<file path="config.mk">
export PLATFORM = sky130hd
export DESIGN_NAME = s2p_receiver
export DESIGN_NICKNAME = d
export VERILOG_FILES = /design/src/rtl/s2p_pkg.sv /design/src/rtl/s2p_out_buf.sv /design/src/rtl/s2p_receiver.sv
export SDC_FILE = /design/constraint.sdc
export NUM_CORES = 1
export LEC_CHECK = 0
export ABC_AREA = 1
export ABC_CLOCK_PERIOD_IN_PS = 2900
export CORE_UTILIZATION = 35
export CTS_BUF_LIST = sky130_fd_sc_hd__clkbuf_4 sky130_fd_sc_hd__clkbuf_8
export DETAILED_ROUTE_END_ITERATION = 16
export SLEW_MARGIN = 10
export SYNTH_ARGS = -nofsm -noshare
export SYNTH_HDL_FRONTEND = slang
export SYNTH_SLANG_ARGS = --single-unit
</file>
<file path="constraint.sdc">
create_clock -name clk -period 2.9 [get_ports clk]
set_input_delay 0.58 -clock clk [delete_from_list [all_inputs] [get_ports clk]]
set_output_delay 0.58 -clock clk [all_outputs]
set_load 0.01 [all_outputs]
</file>
<file path="src/rtl/s2p_pkg.sv">
// rtl/s2p_pkg.sv - shared types and defaults for the serial-to-parallel receiver
package s2p_pkg;

  typedef enum logic {
    IDLE  = 1'b0,
    SHIFT = 1'b1
  } state_t;

  localparam int S2P_N = 32;

endpackage

</file>
<file path="src/rtl/s2p_out_buf.sv">
// rtl/s2p_out_buf.sv - valid/ready holding register for assembled words
// A completed word is accepted only when the slot is empty or draining this cycle.
module s2p_out_buf
  import s2p_pkg::*;
#(
  parameter int N = S2P_N
) (
  input  logic         clk,
  input  logic         rst_n,
  input  logic         load,
  input  logic [N-1:0] word,
  input  logic         out_ready,
  output logic [N-1:0] par_out,
  output logic         out_valid,
  output logic         overrun
);

  logic accept;

  assign accept = !out_valid || out_ready;

  always_ff @(posedge clk) begin
    if (!rst_n) begin
      par_out   <= '0;
      out_valid <= 1'b0;
      overrun   <= 1'b0;
    end else begin
      overrun <= load && !accept;
      if (load && accept) begin
        par_out   <= word;
        out_valid <= 1'b1;
      end else if (out_valid && out_ready) begin
        out_valid <= 1'b0;
      end
    end
  end

endmodule

</file>
<file path="src/rtl/s2p_receiver.sv">
// rtl/s2p_receiver.sv - LSB-first serial-to-parallel receiver with restartable frames
// The FSM and shift register live here; word hand-off goes through s2p_out_buf.
module s2p_receiver
  import s2p_pkg::*;
#(
  parameter int N = S2P_N
) (
  input  logic         clk,
  input  logic         rst_n,
  input  logic         start,
  input  logic         enable,
  input  logic         ser_in,
  input  logic         out_ready,
  output logic [N-1:0] par_out,
  output logic         out_valid,
  output logic         busy,
  output logic         overrun,
  output logic         frame_abort
);

  localparam int CW = $clog2(N) + 1;

  state_t        state;
  logic [CW-1:0] count;
  logic [N-1:0]  shreg;
  logic [N-1:0]  next_word;
  logic          complete;

  assign next_word = {ser_in, shreg[N-1:1]};
  assign complete  = (state == SHIFT) && enable && (count == CW'(N - 1));
  assign busy      = (state == SHIFT);

  always_ff @(posedge clk) begin
    if (!rst_n) begin
      state       <= IDLE;
      count       <= '0;
      shreg       <= '0;
      frame_abort <= 1'b0;
    end else begin
      frame_abort <= 1'b0;
      case (state)
        IDLE: begin
          if (start) begin
            state <= SHIFT;
            count <= '0;
            shreg <= '0;
          end
        end
        SHIFT: begin
          // Completion wins over restart: the word is delivered and no abort is flagged.
          if (complete) begin
            count <= '0;
            shreg <= start ? '0 : next_word;
            state <= start ? SHIFT : IDLE;
          end else if (start) begin
            count       <= '0;
            shreg       <= '0;
            frame_abort <= 1'b1;
          end else if (enable) begin
            shreg <= next_word;
            count <= count + CW'(1);
          end
        end
        default: state <= IDLE;
      endcase
    end
  end

  s2p_out_buf #(.N(N)) u_out_buf (
    .clk       (clk),
    .rst_n     (rst_n),
    .load      (complete),
    .word      (next_word),
    .out_ready (out_ready),
    .par_out   (par_out),
    .out_valid (out_valid),
    .overrun   (overrun)
  );

endmodule

</file>
==> flow_summary.ini, run 1 <==
[clocking]
cts_resized = 0
numCtsBuffers = 9
clock_sinks = 73
cts_tree = built
clock_latency_ns = 0.34
clockBufferDepth = 2
htree_levels = 3
clockRootBuffer = clkbuf_8
hold_buffers = 0
postCtsSetupBuffers = 0
clk_pin_slew_worst_paths_ns = 0.07

[synth]
synth_cells = 346
ys_types = 24
synth-seq-cells = 73
ys_seq_area_frac = 0.5074
yosys-top-cells-area = dfxtp_1 (51%), a21oi_1 (12%), nand2_1 (11%)
yosysTopAreaCell = dfxtp_1
syn_avg_cell_area_um2 = 8.324
syn-cell-area_um2 = 2880
yosysWarnings = 0
synth.top_cell.area_share = 0.5074
syn_nets = 353

[layout]
final_cells = 486
layout-drive-gt1-share = 0.1380
utilization = 0.4450
syn2layout_area_growth_pct = 21.24
num_antenna_cells = 0
nNetsFinal = 386
fillers = 822
fin_area_um2 = 3492

[sta]
setup_viol = 0
max_freq_mhz = 497.7
slew_viol_final = 0
fin_worst_hold_slack_ns = 0.4620
tns_ns = 0
grt_setup_unrepaired = false
skew_ns = 0.005671
worstMarginPinSlew_ns = 0.5758
setup_ws_ns = 0.8909
post-route-period-util = 0.6928
relSlewSlack = 0.6156
fin_crit_ns = 2.009
finalHoldViolCount = 0

[routing]
drt_pass1_iterations = 4
post_drt_wl_per_cell_um = 12.35
drt_iter0_drc = 76
drt-total-wl_um = 6004
ant_nets = 0
vias_per_cell = 4.877
vias = 2370
drc = 0

[global_route]
grt_max_degree = 42
grt_overflow = 0
antenna_found_initial = 0
grt_pass1_vias = 2258
grt_pass1_wl_um = 10250
globalRouteTotalUtil = 0.1506

[setup_path]
ff2ff_setup_slack_ns = 1.06
crit_arrival_ns = 2.23
crit_required_ns = 3.12
critPathKind = in -> reg
startpoint_type = input pin
cp_max_fo = 32
worstSetupEndpointType = flip-flop

[placed_design]
place_ws_ns = 0.5203
postPlaceCellArea_um2 = 3287
gp_congestion = 0.8176
hpwlAfterDp_um = 3725
portBuffers = 41
placedCellCount = 470

[floorplanning]
initial_core_util = 0.3670
die_w_um = 92.72
core_um2 = 7848
io_pins = 42
die_height_um = 92.72
rows = 32
dieArea_um2 = 8596

[power]
vdd_drop_max_mv = 0.2035
powerDensity_nw_per_um2 = 534.4
p_leak_nw = 1.143
fin_total_pwr_mw = 1.866

[min_path]
hold_path_class = reg -> reg

[outcome]
status = completed

[job]
cap_violations = 0
-- placed cells by master, fill, tap and decap left out --
cell type / netlist / final
clkinv_4: 0 / 1
inv_1: 8 / 8
bufinv_16: 0 / 1
nand2_2: 24 / 24
buf_12: 0 / 1
buf_4: 6 / 5
a31oi_1: 1 / 1
nor2_2: 1 / 1
nand4_1: 33 / 33
inv_2: 3 / 3
o21ai_0: 2 / 2
nand3_4: 1 / 1
a21o_1: 1 / 1
nor2_1: 9 / 9
clkbuf_8: 0 / 11
nor3_1: 3 / 3
nor2_8: 1 / 1
clkdlybuf4s50_1: 0 / 41
nand3_1: 4 / 4
nor2_4: 1 / 1
nand2_1: 85 / 85
ha_1: 1 / 1
a21oi_1: 69 / 69
nand3b_1: 1 / 1
clkinv_2: 0 / 3
dfxtp_1: 73 / 73
-- cells in the mapped netlist --
| master | n |
|---|---|
| nor2_4 | 1 |
| nor2_1 | 9 |
| o21ai_0 | 2 |
| nand2_1 | 85 |
| inv_1 | 8 |
| a21o_1 | 1 |
| a21oi_1 | 69 |
| nand3b_1 | 1 |
| nor3_1 | 3 |
| nand2_2 | 24 |
| dfxtp_1 | 73 |
| buf_6 | 9 |
| inv_2 | 3 |
| buf_2 | 4 |
| buf_1 | 1 |
| nor2_8 | 1 |
| nand4_1 | 33 |
| ha_1 | 1 |
| nand3_4 | 1 |
| nor2_2 | 1 |
| nand3_1 | 4 |
| buf_4 | 6 |
| clkbuf_1 | 5 |
| a31oi_1 | 1 |
-- final cells by class --
class / instances / area [µm²] / share of cell area
clock buffer: 11 / 151.4 / 0.04335
clock inverter: 5 / 53.80 / 0.01541
inverter: 11 / 41.29 / 0.01182
multi-input combinational: 237 / 1189 / 0.3404
sequential: 73 / 1461 / 0.4185
tap: 102 / 127.6 / 0.03655
timing repair buffer: 47 / 467.9 / 0.1340
-- layer usage --
layer	global-route usage	wire length (µm)	vias to the layer above
met5	0	0	-
met4	0.08590	139	0
met3	0.02709	178	12
met1	0.1806	2870	1090
met2	0.2525	2816	36
li1	-	-	1232
-- worst max-delay path, cell delays in order --
cell,delay [ns]
clkdlybuf4s50_1,0.49
nand2_2,0.13
nor2_8,0.29
nand3_4,0.45
nand2_1,0.19
a21oi_1,0.08
-- logic make-up (layout without fill, tap and decap cells) --
group / count (synthesis) / count (layout) / synth area share
AND/OR/NAND/NOR: 163 / 163 / 0.2802
AO/OA/AOI/OAI: 73 / 73 / 0.1282
flip-flops: 73 / 73 / 0.5074
buffers and inverters: 36 / 74 / 0.07993
adder cells (fa/ha/maj): 1 / 1 / 0.004343
-- flip-flops by register name, summed over array words and instances (netlist names) --
register             cells
count                    6
u_out_buf.overrun        1
u_out_buf.par_out       32
u_out_buf.out_valid      1
frame_abort              1
busy                     1
shreg                   31
-- report_power, final --
part           internal (mW)  total [mW]  leakage [nW]  switching, mW
sequential              1.00        1.01         0.588        0.00237
combinational         0.0181      0.0605         0.446         0.0425
clock                  0.441       0.799         0.109          0.358
total                   1.46        1.87          1.14          0.403
-- final timing paths --
path,start,to,cells after the start
worst max-delay path,enable,u_out_buf.par_out[7],6
worst min-delay path,u_out_buf.par_out[2],u_out_buf.par_out[2],2
worst max register to register,count[1],u_out_buf.par_out[7],6
worst min register to register,u_out_buf.par_out[2],u_out_buf.par_out[2],2
Note: power is estimated with default switching activity, not from simulation.
==> run 2: changes to the inputs <==
--- a/config.mk
+++ b/config.mk
@@ -6,7 +6,7 @@
 export NUM_CORES = 1
 export LEC_CHECK = 0
 export ABC_AREA = 1
-export ABC_CLOCK_PERIOD_IN_PS = 2900
+export ABC_CLOCK_PERIOD_IN_PS = 1900
 export CORE_UTILIZATION = 35
 export CTS_BUF_LIST = sky130_fd_sc_hd__clkbuf_4 sky130_fd_sc_hd__clkbuf_8
 export DETAILED_ROUTE_END_ITERATION = 16
==> constraint.sdc (replaced) <==
create_clock -name clk -period 1.9 [get_ports clk]
set_input_delay 0.38 -clock clk [delete_from_list [all_inputs] [get_ports clk]]
set_output_delay 0.38 -clock clk [all_outputs]
set_load 0.01 [all_outputs]
==> run 2 against run 1 <==
Clock-buffer cell count fell by 1. Critical endpoint is now busy. Register-to-register slack got worse by 0.65 ns. Non-clock buffer count rose by 9. Final cell count increased by 1.6%.
==> flow_summary.ini, run 2 (same netlist as run 1, synthesis figures left out) <==
[floorplanning]
rows = 32
core_um2 = 7848
die_w_um = 92.72
die_height_um = 92.72
dieArea_um2 = 8596
initial_core_util = 0.3670
io_pins = 42

[routing]
vias_per_cell = 4.994
drt_iter0_drc = 129
ant_nets = 0
post_drt_wl_per_cell_um = 12.57
drc = 0
drt_pass1_iterations = 4
vias = 2467
drt-total-wl_um = 6212

[global_route]
grt_max_degree = 44
grt_pass1_vias = 2357
grt_overflow = 0
antenna_found_initial = 0
grt_pass1_wl_um = 10660
globalRouteTotalUtil = 0.1581

[layout]
layout_common_cells = nand2_1 (85), dfxtp_1 (73), a21oi_1 (69)
num_antenna_cells = 0
final_cells = 494
layout_commonest_cell = nand2_1
nNetsFinal = 395
top_regs = u_out_buf.par_out (32), shreg (31), count (6)
largest_register = u_out_buf.par_out
layout-drive-gt1-share = 0.1556
syn2layout_area_growth_pct = 25.28
fillers = 800
seq_area_um2 = 1461
multi_input_area_um2 = 1189
largest_reg_flops = 32
fin_area_um2 = 3608

[setup_path]
crit_family = buffers and inverters
worstSetupEndpointType = primary output
crit_arrival_ns = 1.32
cp_max_fo = 5
startpoint_type = flip-flop
crit_required_ns = 1.52
crit_slowest_cell = clkdlybuf4s50_1
slowest_delay_ns = 0.57
critPathKind = reg -> out
crit_buf_inv = 1
path_cells = clkdlybuf4s50_1

[clocking]
numCtsBuffers = 9
clockBufferDepth = 2
postCtsSetupBuffers = 0
cts_resized = 0
clockRootBuffer = clkbuf_8
clock_sinks = 73
htree_levels = 3
clock_latency_ns = 0.34
hold_buffers = 0
clk_pin_slew_worst_paths_ns = 0.07
cts_tree = built

[sta]
post-route-period-util = 0.8926
fin_crit_ns = 1.696
relSlewSlack = 0.7072
worstMarginPinSlew_ns = 0.4392
tns_ns = 0
finalHoldViolCount = 0
grt_setup_unrepaired = false
slew_viol_final = 0
setup_viol = 0
max_freq_mhz = 589.7
skew_ns = 0.008227

[power]
fin_total_pwr_mw = 3.094
p_leak_nw = 1.200
vdd_drop_max_mv = 0.3454
powerDensity_nw_per_um2 = 857.4

[placed_design]
placedCellCount = 479
postPlaceCellArea_um2 = 3367
portBuffers = 41
gp_congestion = 0.8692
hpwlAfterDp_um = 3954

[min_path]
hold_path_class = reg -> reg

[outcome]
status = completed

[job]
cap_violations = 0
run 2: changes by cell type in the layout (fill, tap and decap cells not counted):
cell,change
clkbuf_8,-1
buf_4,+8
bufinv_16,+2
buf_12,+1
clkinv_2,-2
run 2: final timing paths:
path,depth (start not counted),end,slack (ns),startpoint
worst max-delay path,1,busy,0.20,busy
worst min-delay path,2,u_out_buf.par_out[8],0.46,u_out_buf.par_out[8]
worst max register to register,7,u_out_buf.par_out[1],0.41,count[1]
worst min register to register,2,u_out_buf.par_out[8],0.46,u_out_buf.par_out[8]
run 2: per-stage QoR:
stage,utilization,setup slack [ns],hold slack (ns)
after floorplan,-,0.5735,0.4395
after global placement,0.4291,0.09920,0.4483
after detailed placement,0.4291,0.08130,0.4539
after CTS,0.4598,0.1852,0.4635
after global routing,0.4598,0.1540,0.4852
final,0.4598,0.2041,0.4618
run 2: metal layers:
layer / global-route usage / wire length [µm] / up-vias
li1: - / - / 1244
met1: 0.1941 / 2851 / 1165
met2: 0.2574 / 2986 / 53
met3: 0.04680 / 299 / 5
met4: 0.06667 / 74 / 0
met5: 0 / 0 / -
run 2: power breakdown:
part           leakage [nW]  total (mW)  internal, mW  switching [mW]
Combinational         0.490      0.0986        0.0334          0.0652
Sequential            0.588        1.54          1.53         0.00370
Clock                 0.122        1.46         0.901           0.558
run 2: final cells by class:
class / instances / area share
Sequential cell: 73 / 0.4050
Tap cell: 102 / 0.03537
Clock inverter: 5 / 0.02878
Timing Repair Buffer: 56 / 0.1519
Inverter: 11 / 0.01144
Multi-Input combinational cell: 237 / 0.3294
Clock buffer: 10 / 0.03814
==> run 3: changes to the inputs <==
--- a/config.mk
+++ b/config.mk
@@ -7,6 +7,7 @@
 export LEC_CHECK = 0
 export ABC_AREA = 1
 export ABC_CLOCK_PERIOD_IN_PS = 1900
+export CORE_MARGIN = 1.5
 export CORE_UTILIZATION = 35
 export CTS_BUF_LIST = sky130_fd_sc_hd__clkbuf_4 sky130_fd_sc_hd__clkbuf_8
 export DETAILED_ROUTE_END_ITERATION = 16
==> run 3 against run 2 <==
Largest power group unchanged. Non-clock buffer count stayed put. Sequential share of layout area is 0.23 points higher. Hold slack worse by 0.0015 ns. Cell area is 0.55% lower.
==> flow_summary.ini, run 3 (same netlist as run 1, synthesis figures left out) <==
[setup_path]
ff2ff_path_depth = 7
crit_slowest_cell = clkdlybuf4s50_1
ff2ff_setup_slack_ns = 0.42
crit_family = buffers and inverters
slowest_delay_ns = 0.57
worstSetupEndpointType = primary output
crit_arrival_ns = 1.35
crit_start = busy
r2r-start = count[1]
crit_buf_inv = 1
critPathKind = reg -> out
crit_required_ns = 1.52
cp_max_fo = 5
path_cells = clkdlybuf4s50_1
startpoint_type = flip-flop
timing.rr.end = u_out_buf.par_out[0]

[sta]
max_freq_mhz = 577.7
slew_viol_final = 0
worstMarginPinSlew_ns = 0.2676
tns_ns = 0
post-route-period-util = 0.9110
relSlewSlack = 0.8216
finalHoldViolCount = 0
skew_ns = 0.007192
fin_crit_ns = 1.731
setup_viol = 0
grt_setup_unrepaired = false

[routing]
ant_nets = 0
drt_pass1_iterations = 4
vias = 2382
drc = 0
vias_per_cell = 4.812
drt_iter0_drc = 73
drt-total-wl_um = 6216
post_drt_wl_per_cell_um = 12.56

[power]
switching_share = 0.2279
fin_total_pwr_mw = 2.721
combPwrFrac = 0.039
power.switching_mw = 0.6201
p_int_mw = 2.101
powerDensity_nw_per_um2 = 758.3
p_seq_frac = 0.565
vdd_drop_max_mv = 0.3338
p_leak_nw = 1.193
clock_power_share = 0.396

[clocking]
cts_resized = 0
clockBufferDepth = 2
postCtsSetupBuffers = 0
clock_latency_ns = 0.35
cts_tree = built
clk_pin_slew_worst_paths_ns = 0.07
numCtsBuffers = 9
clockRootBuffer = clkbuf_8
hold_buffers = 0
htree_levels = 3
clock_sinks = 73

[global_route]
grt_pass1_wl_um = 10830
grt_pass1_vias = 2402
antenna_found_initial = 0
grt_max_degree = 33
globalRouteTotalUtil = 0.1582
grt_overflow = 0

[placed_design]
hpwlAfterDp_um = 4010
gp_congestion = 0.7626
portBuffers = 41

[layout]
num_antenna_cells = 0
top_regs = u_out_buf.par_out (32), shreg (31), count (6)
largest_register = u_out_buf.par_out
largest_reg_flops = 32
syn2layout_area_growth_pct = 24.59
layout_common_cells = nand2_1 (85), dfxtp_1 (73), a21oi_1 (69)
layout_commonest_cell = nand2_1
nNetsFinal = 395
layout-drive-gt1-share = 0.1578

[min_path]
min_from = u_out_buf.par_out[2]
min_to = u_out_buf.par_out[2]
whs_path_depth = 2
hold_path_class = reg -> reg

[outcome]
status = completed

[floorplanning]
die_height_um = 93.72
dieArea_um2 = 8783
io_pins = 42
core_um2 = 7848
die_w_um = 93.72
rows = 32
initial_core_util = 0.3670

[job]
cap_violations = 0
[run 3: layer usage]
| layer | vias up | wire length, µm | global-route usage |
|---|---|---|---|
| met4 | 0 | 89 | 0.06468 |
| met3 | 10 | 205 | 0.04854 |
| li1 | 1247 | - | - |
| met2 | 32 | 2987 | 0.2681 |
| met1 | 1093 | 2934 | 0.1851 |
| met5 | - | 0 | 0 |
[run 3: power by group through the flow]
stage	Clock (mW)	Combinational [mW]	Sequential, mW
floorplan	0	0.0605	1.57
global placement	0	0.106	1.57
detailed placement	0	0.107	1.57
CTS	1.12	0.108	1.54
global route	1.19	0.117	1.54
finish	1.08	0.107	1.54
[run 3: metrics by stage]
stage | setup slack, ns | instances | utilization | hold slack [ns] | instance area, µm²
floorplan | 0.5735 | 346 | - | 0.4395 | 2880
global placement | 0.1329 | 479 | 0.4354 | 0.4496 | 3417
detailed placement | 0.1241 | 479 | 0.4354 | 0.4542 | 3417
CTS | 0.1520 | 495 | 0.4573 | 0.4660 | 3588
global route | 0.09833 | 495 | 0.4573 | 0.4772 | 3588
finish | 0.1691 | 495 | 0.4573 | 0.4603 | 3588
[run 3: how the worst max path moves through the flow]
| stage | slack (ns) | cells past startpoint | endpoint |
|---|---|---|---|
| floorplan | 0.57 | 7 | u_out_buf.par_out[16] |
| global placement | 0.13 | 7 | count[0] |
| detailed placement | 0.12 | 7 | u_out_buf.par_out[0] |
| CTS | 0.15 | 1 | busy |
| global route | 0.1 | 1 | busy |
| finish | 0.17 | 1 | busy |
[run 3: layout make-up]
class	count	area (µm²)
inverter	11	41.29
multi-input combinational	237	1189
fill	815	4259
clock buffer	13	153.9
clock inverter	3	17.52
tap	102	127.6
sequential	73	1461
timing repair buffer	56	598.1
